$ cat src/rtl/riscv_pkg.sv
// Shared constants and FSM encoding for the riscv instruction-fetch slice.
package riscv_pkg;

  localparam int XLEN_DEF = 32;
  localparam int INSN_W   = 32;
  localparam logic [INSN_W-1:0] INSN_NOP = 32'h0000_0013;

  typedef enum logic [1:0] {
    ST_BOOT = 2'd0,
    ST_RUN  = 2'd1,
    ST_TRAP = 2'd2
  } fetch_state_e;

endpackage

$ cat src/rtl/fetch_queue.sv
// In-order fetch queue: entries are allocated at request time, filled as
// responses return, and released from the head once the core takes them.
module fetch_queue
  import riscv_pkg::*;
#(
  parameter int XLEN     = XLEN_DEF,
  parameter int FQ_DEPTH = 2
) (
  input  logic                      clk,
  input  logic                      rst,
  input  logic                      flush,
  input  logic                      alloc,
  input  logic [XLEN-1:0]           alloc_pc,
  input  logic                      fill,
  input  logic [INSN_W-1:0]         fill_data,
  input  logic                      deq,
  output logic                      head_valid,
  output logic [XLEN-1:0]           head_pc,
  output logic [INSN_W-1:0]         head_data,
  output logic [$clog2(FQ_DEPTH):0] used,
  output logic [$clog2(FQ_DEPTH):0] unfilled
);

  localparam int PW = $clog2(FQ_DEPTH);
  localparam int CW = PW + 1;

  logic [XLEN-1:0]     pc_q   [FQ_DEPTH];
  logic [INSN_W-1:0]   data_q [FQ_DEPTH];
  logic [FQ_DEPTH-1:0] filled;
  logic [PW-1:0]       wr_ptr, fill_ptr, rd_ptr;
  logic [CW-1:0]       cnt, unf;

  // Control: pointers, occupancy and filled flags. Responses return in
  // order, so fill_ptr always names the oldest unfilled entry.
  always_ff @(posedge clk) begin
    if (rst || flush) begin
      wr_ptr   <= '0;
      fill_ptr <= '0;
      rd_ptr   <= '0;
      cnt      <= '0;
      unf      <= '0;
      filled   <= '0;
    end else begin
      if (alloc) begin
        wr_ptr         <= wr_ptr + 1'b1;
        filled[wr_ptr] <= 1'b0;
      end
      if (fill) begin
        fill_ptr         <= fill_ptr + 1'b1;
        filled[fill_ptr] <= 1'b1;
      end
      if (deq) rd_ptr <= rd_ptr + 1'b1;
      cnt <= cnt + CW'(alloc) - CW'(deq);
      unf <= unf + CW'(alloc) - CW'(fill);
    end
  end

  // Payload storage carries no reset; it is only observed behind head_valid.
  always_ff @(posedge clk) begin
    if (alloc) pc_q[wr_ptr]     <= alloc_pc;
    if (fill)  data_q[fill_ptr] <= fill_data;
  end

  assign head_valid = (cnt != '0) && filled[rd_ptr];
  assign head_pc    = pc_q[rd_ptr];
  assign head_data  = data_q[rd_ptr];
  assign used       = cnt;
  assign unfilled   = unf;

endmodule

$ cat src/rtl/riscv_fetch.sv
// riscv_fetch: PC owner, imem request issue with credit/drop accounting, and
// fetch-queue handoff to the core. FETCH_MISALIGN_CHK_EN adds the TRAP path.
module riscv_fetch
  import riscv_pkg::*;
#(
  parameter int              XLEN     = XLEN_DEF,
  parameter logic [XLEN-1:0] RESET_PC = '0,
  parameter int              FQ_DEPTH = 2
) (
  input  logic              clk,
  input  logic              rst,
  input  logic              redirect_valid,
  input  logic [XLEN-1:0]   redirect_pc,
  output logic              imem_req_valid,
  input  logic              imem_req_ready,
  output logic [XLEN-1:0]   imem_req_addr,
  input  logic              imem_rsp_valid,
  input  logic [INSN_W-1:0] imem_rsp_data,
  output logic              inst_valid,
  input  logic              inst_ready,
  output logic [INSN_W-1:0] inst_data,
  output logic [XLEN-1:0]   inst_pc
`ifdef FETCH_MISALIGN_CHK_EN
  , output logic            inst_misaligned
`endif
);

  localparam int CW = $clog2(FQ_DEPTH) + 1;

  fetch_state_e    state, state_nx;
  logic [XLEN-1:0] pc;
  logic [CW-1:0]   drop_cnt;
  logic [XLEN-1:0] tgt;
  logic            misalign;
  logic            trap_show;
  logic            q_head_valid;
  logic [XLEN-1:0] q_head_pc;
  logic [INSN_W-1:0] q_head_data;
  logic [CW-1:0]   used, unfilled, used_eff;
  logic            q_deq, req_fire, fill;

`ifdef FETCH_MISALIGN_CHK_EN
  logic trap_pend;

  assign tgt       = redirect_pc;
  assign misalign  = redirect_valid && (redirect_pc[1:0] != 2'b00);
  assign trap_show = (state == ST_TRAP) && trap_pend && (drop_cnt == '0);
  assign inst_misaligned = trap_show && !q_head_valid;

  always_ff @(posedge clk) begin
    if (rst)                          trap_pend <= 1'b0;
    else if (redirect_valid)          trap_pend <= misalign;
    else if (trap_show && inst_ready) trap_pend <= 1'b0;
  end
`else
  assign tgt       = redirect_pc & ~XLEN'(3);
  assign misalign  = 1'b0;
  assign trap_show = 1'b0;
`endif

  assign q_deq      = q_head_valid && inst_ready;
  // A head entry leaving this cycle counts as free, so full-rate fetch can
  // recycle its slot in the same cycle.
  assign used_eff   = used - CW'(q_deq);
  assign imem_req_valid = (state == ST_RUN) && !redirect_valid &&
                          (({1'b0, used_eff} + {1'b0, drop_cnt}) < (CW + 1)'(FQ_DEPTH));
  assign imem_req_addr  = pc;
  assign req_fire   = imem_req_valid && imem_req_ready;
  assign fill       = imem_rsp_valid && (drop_cnt == '0) && !redirect_valid;

  assign inst_valid = q_head_valid || trap_show;
  assign inst_data  = q_head_valid ? q_head_data : (trap_show ? INSN_NOP : '0);
  assign inst_pc    = q_head_valid ? q_head_pc   : (trap_show ? pc       : '0);

  fetch_queue #(
    .XLEN     (XLEN),
    .FQ_DEPTH (FQ_DEPTH)
  ) u_fq (
    .clk        (clk),
    .rst        (rst),
    .flush      (redirect_valid),
    .alloc      (req_fire),
    .alloc_pc   (pc),
    .fill       (fill),
    .fill_data  (imem_rsp_data),
    .deq        (q_deq),
    .head_valid (q_head_valid),
    .head_pc    (q_head_pc),
    .head_data  (q_head_data),
    .used       (used),
    .unfilled   (unfilled)
  );

  always_comb begin
    state_nx = state;
    unique case (state)
      ST_BOOT: state_nx = misalign ? ST_TRAP : ST_RUN;
      ST_RUN:  if (misalign) state_nx = ST_TRAP;
      ST_TRAP: if (redirect_valid && !misalign) state_nx = ST_RUN;
      default: state_nx = ST_BOOT;
    endcase
  end

  // Every word still owed by imem for a flushed entry must be swallowed
  // before new responses are trusted.
  always_ff @(posedge clk) begin
    if (rst) begin
      state    <= ST_BOOT;
      pc       <= RESET_PC;
      drop_cnt <= '0;
    end else begin
      state <= state_nx;
      if (redirect_valid) begin
        pc       <= tgt;
        drop_cnt <= drop_cnt + unfilled - CW'(imem_rsp_valid);
      end else begin
        if (req_fire) pc <= pc + XLEN'(4);
        if (imem_rsp_valid && (drop_cnt != '0)) drop_cnt <= drop_cnt - 1'b1;
      end
    end
  end

endmodule

$ cat config.mk
export PLATFORM = sky130hd
export DESIGN_NAME = riscv_fetch
export DESIGN_NICKNAME = d
export VERILOG_FILES = /design/src/rtl/riscv_pkg.sv /design/src/rtl/fetch_queue.sv /design/src/rtl/riscv_fetch.sv
export SDC_FILE = /design/constraint.sdc
export NUM_CORES = 1
export LEC_CHECK = 0
export ABC_AREA = 1
export CORE_MARGIN = 2
export CORE_UTILIZATION = 46
export DETAILED_ROUTE_END_ITERATION = 12
export PLACE_DENSITY = 0.77
export SLEW_MARGIN = 20
export SYNTH_ARGS = -nofsm -noshare
export SYNTH_HDL_FRONTEND = slang
export SYNTH_SLANG_ARGS = --single-unit
export TNS_END_PERCENT = 5
$ cat constraint.sdc
create_clock -name clk -period 3.5 [get_ports clk]
set_input_delay 0.35 -clock clk [delete_from_list [all_inputs] [get_ports clk]]
set_output_delay 0.35 -clock clk [all_outputs]
set_load 0.005 [all_outputs]
==> impl_summary.md <==
Floorplan
The width of the die is approximately 130 um. The die is about 130 um tall. The initial utilization of the core area, before any placement, comes to 0.465. The placeable core region is 16400 um2.

The number of rows in the core area is between 40 and 50. For this design the top-level I/O count stands at about 170. The die covers approximately 18000 um2.

Clocking
The number of clock sinks is between 150 and 200. The insertion delay of the later-clocked pin in the worst-skew pair is 0.43 ns. Counting the buffers created by CTS gives 17. The tree is rooted in a sky130_fd_sc_hd__clkbuf_16. The longest clock path from root to sink contains 2 buffers. TritonCTS built the clock tree.

The maximum level of the CTS H-tree is 4. After clock tree synthesis, the clock-pin slew on the worst setup and hold paths is approximately 0.07 ns. Hold repair after CTS inserted 0 buffers.

Drt
The detailed-route via count is around 6000. The first routing iteration left 378 violations. Once detail routing completed, the nets flagged for antenna violations numbered 0. In the detailed route, the total length drawn on met3 is between 900 and 1000 um. The final layout contains routed wiring with a total length of 17900 um. The first detailed-routing pass took 5 iterations. The remaining routing DRC violations is 0.

The average wire length per cell after detail routing is 15.1 um. Detailed routing placed a total of ~8800 um of wire on met2. The wire length the detailed router placed on met1 is 7830 um. Using the TritonRoute via totals, the vias-per-cell ratio works out to about 5. The top routing layer in use is met4.

Critical path
The critical path is of the reg -> out type. STA classifies the critical path endpoint as an output port. STA classifies the critical path startpoint as a flip-flop.

For this design, the slowest cell found on the critical path is sky130_fd_sc_hd__clkdlybuf4s50_1. The worst endpoint required time is between 3 and 4 ns. The cell seen most often among critical-path stages is sky130_fd_sc_hd__nand2_1.

The delay of the slowest cell on the worst path is approximately 0.52 ns. The highest fanout seen on the critical path is 4. The critical path goes through inv_1 > o21ai_1 > o21ai_4 > nor2_1 > nand2_1 > nand2_1 > nand2_1 > fa_1 > nand2_1 > nor2_8 > clkdlybuf4s50_1. The arrival time reported for the critical path endpoint is 2.90 ns.

STA
The final critical-path share of the clock period is 0.929. Setup violations remaining at the end of the flow were counted as 0. The final max-slew violation count is 0. For the pin with the worst max-slew slack, the measured transition is between 0.7 and 0.8 ns. The worst slew margin relative to its limit is 0.512. Counting I/O delays and the setup requirement, the final critical path takes around 3.3 ns. The final setup skew is 0.00973 ns.

Setup repair after global routing left no endpoint under its margin. The achievable frequency is around 0.31 GHz. The number of hold violations in the final report came to 0.

Global route
Entering global routing, the biggest net connects 65 pins. The number of antenna violations at the first check in global routing was 0. The global route total overflow is 0. The global-route wire length before repair is between 20000 and 30000 um. The global-route total usage across every layer is 0.209.

The via count of the first global-routing pass is approximately 5600.

Synth
The share of flip-flops with an asynchronous set or reset is 0. During synthesis, Yosys emitted a total of 0 warnings. Averaged over all synthesized cells, the footprint is 9.51 um2. Ranked by total cell area, the synthesized netlist is headed by sky130_fd_sc_hd__edfxtp_1, sky130_fd_sc_hd__nand2_1, sky130_fd_sc_hd__dfxtp_1, sky130_fd_sc_hd__a21oi_1, sky130_fd_sc_hd__inv_1. After synthesis, the most frequently instantiated cells are sky130_fd_sc_hd__nand2_1, sky130_fd_sc_hd__edfxtp_1, sky130_fd_sc_hd__a21oi_1. The count of flip-flops with a built-in enable after synthesis is roughly 120. The most common cell in the netlist is sky130_fd_sc_hd__nand2_1. The share of the Yosys chip area taken by registers is 0.601. Synthesis inferred roughly 170 register bits. The proportion of netlist area held by the largest area contributor is 0.488.

The largest total area in the synthesized netlist belongs to sky130_fd_sc_hd__edfxtp_1. In the synthesized netlist, the number of instances is ~800. In the synthesized netlist the dominant register cell turns out to be sky130_fd_sc_hd__edfxtp_1. Yosys mapped the design onto 37 distinct sky130hd cell types. The cell area that synthesis handed to floorplanning was approximately 7600 um2.

Power
The cell leakage power is 3.59 nW. For this design the ratio of total power to cell area is about 440 nW/um2. The worst-case IR drop observed on VDD is ~0.34 mV.

Hold path
In this run the worst hold path is classified as in -> reg.

Placement
The post-DP HPWL is 12100 um. The placement-stage cell area is about 9500 um2. The number of port buffers is 161. The weighted congestion reported at the end of routability-driven placement is roughly 0.86.

Final layout
The layout overhead on the synthesized area is 31.7%. The final design area excluding fillers is ~10000 um2. The number of antenna diodes in the final layout is 0.

The share of layout cells above drive strength 1 is 0.121. For this run, the post-layout net count is slightly above 1000. The final standard cell utilization of the core is 0.612.

Job
Across the run, the number of max-cap violations was 0.

Run status
The flow ran to the end, and the final reports show no timing, DRC or antenna violations.
==> registers in the layout (all words and copies together), names as in the netlist, 2 cells and up, named ones only <==
name           cells
u_fq.data_q       64
u_fq.filled        2
drop_cnt           2
u_fq.used          2
u_fq.unfilled      2
imem_req_addr     30
u_fq.pc_q         60
==> stage by stage <==
step	std cells	setup TNS (ns)	setup slack [ns]	hold WS [ns]	total power, mW
CTS	1192	0	0.124	0.473	4.49
floorplan	805	-2.01	-0.0335	0.443	2.47
finish	1192	0	0.249	0.482	4.46
detailed placement	1161	0	0.319	0.468	2.65
global route	1192	0	0.104	0.492	4.61
global placement	1161	0	0.368	0.460	2.64
==> placed cells by master (no fill, tap or decap), drive strengths merged <==
cell	netlist	final
nand2	264	264
clkdlybuf4s50	0	161
edfxtp	124	124
a21oi	94	94
inv	78	86
nor2	53	53
dfxtp	43	43
nand3	40	40
o21ai	39	39
clkbuf	19	18
buf	16	10
ha	7	7
a31oi	6	6
xnor2	5	5
conb	1	4
clkinv	1	2
a211oi	2	2
and2	2	2
or2	2	2
o211ai	2	2
clkinvlp	0	2
bufinv	0	2
o221ai	1	1
nor3	1	1
nand4	1	1
fa	1	1
==> logic make-up (layout without fill, tap and decap cells) <==
logic type	Yosys count	in the layout	synth area share
AND/OR/NAND/NOR	363	363	0.202
flip-flops	167	167	0.601
AO/OA/AOI/OAI	144	144	0.110
buffers and inverters	114	281	0.0663
adder cells (fa/ha/maj)	8	8	0.0141
XOR/XNOR	5	5	0.00574
other	1	4	0.000492
==> cell type report <==
type,count,area (um2)
Clock buffer,18,429
Clock inverter,13,156
Fill cell,1338,6360
Inverter,79,309
Multi-Input combinational cell,524,2570
Sequential cell,167,4590
Tap cell,220,275
Timing Repair Buffer,171,1710
==> critical path, delay by kind of cell, from the launching register on <==
family	cells	cell delay, ns
and+or+nand+nor	6	0.77
buffers and inverters	2	0.59
adders and majority gates	1	0.49
DFF	1	0.33
AOI/OAI and AO/OA	2	0.31
==> worst paths after layout <==
path	slack, ns	from	cells after the start	end
min	0.48	redirect_pc[8]	3	imem_req_addr[8]
max	0.25	u_fq.rd_ptr	11	imem_req_valid
min reg2reg	0.49	u_fq.filled[1]	2	u_fq.filled[1]
max reg2reg	0.46	u_fq.rd_ptr	16	u_fq.unfilled[1]
==> where the power goes <==
group / switching [mW] / total (mW) / internal (mW)
clock network: 0.784 / 1.85 / 1.07
registers: 0.0616 / 2.26 / 2.20
logic: 0.175 / 0.351 / 0.176
total: 1.02 / 4.46 / 3.44
==> timing repair <==
action | CTS | global route
setup buffers | 0 | 0
endpoints found under the hold margin | 0 | 0
gates resized for setup | 0 | 1
endpoints found under the setup margin | 0 | 1
==> routing by layer <==
metal / global-route usage / vias to the layer above
li1: - / 2973
met1: 0.271 / 2807
met2: 0.346 / 180
met3: 0.0433 / 28
met4: 0.0795 / 0
met5: 0 / -
No activity file was read; power rests on OpenSTA's default activity.
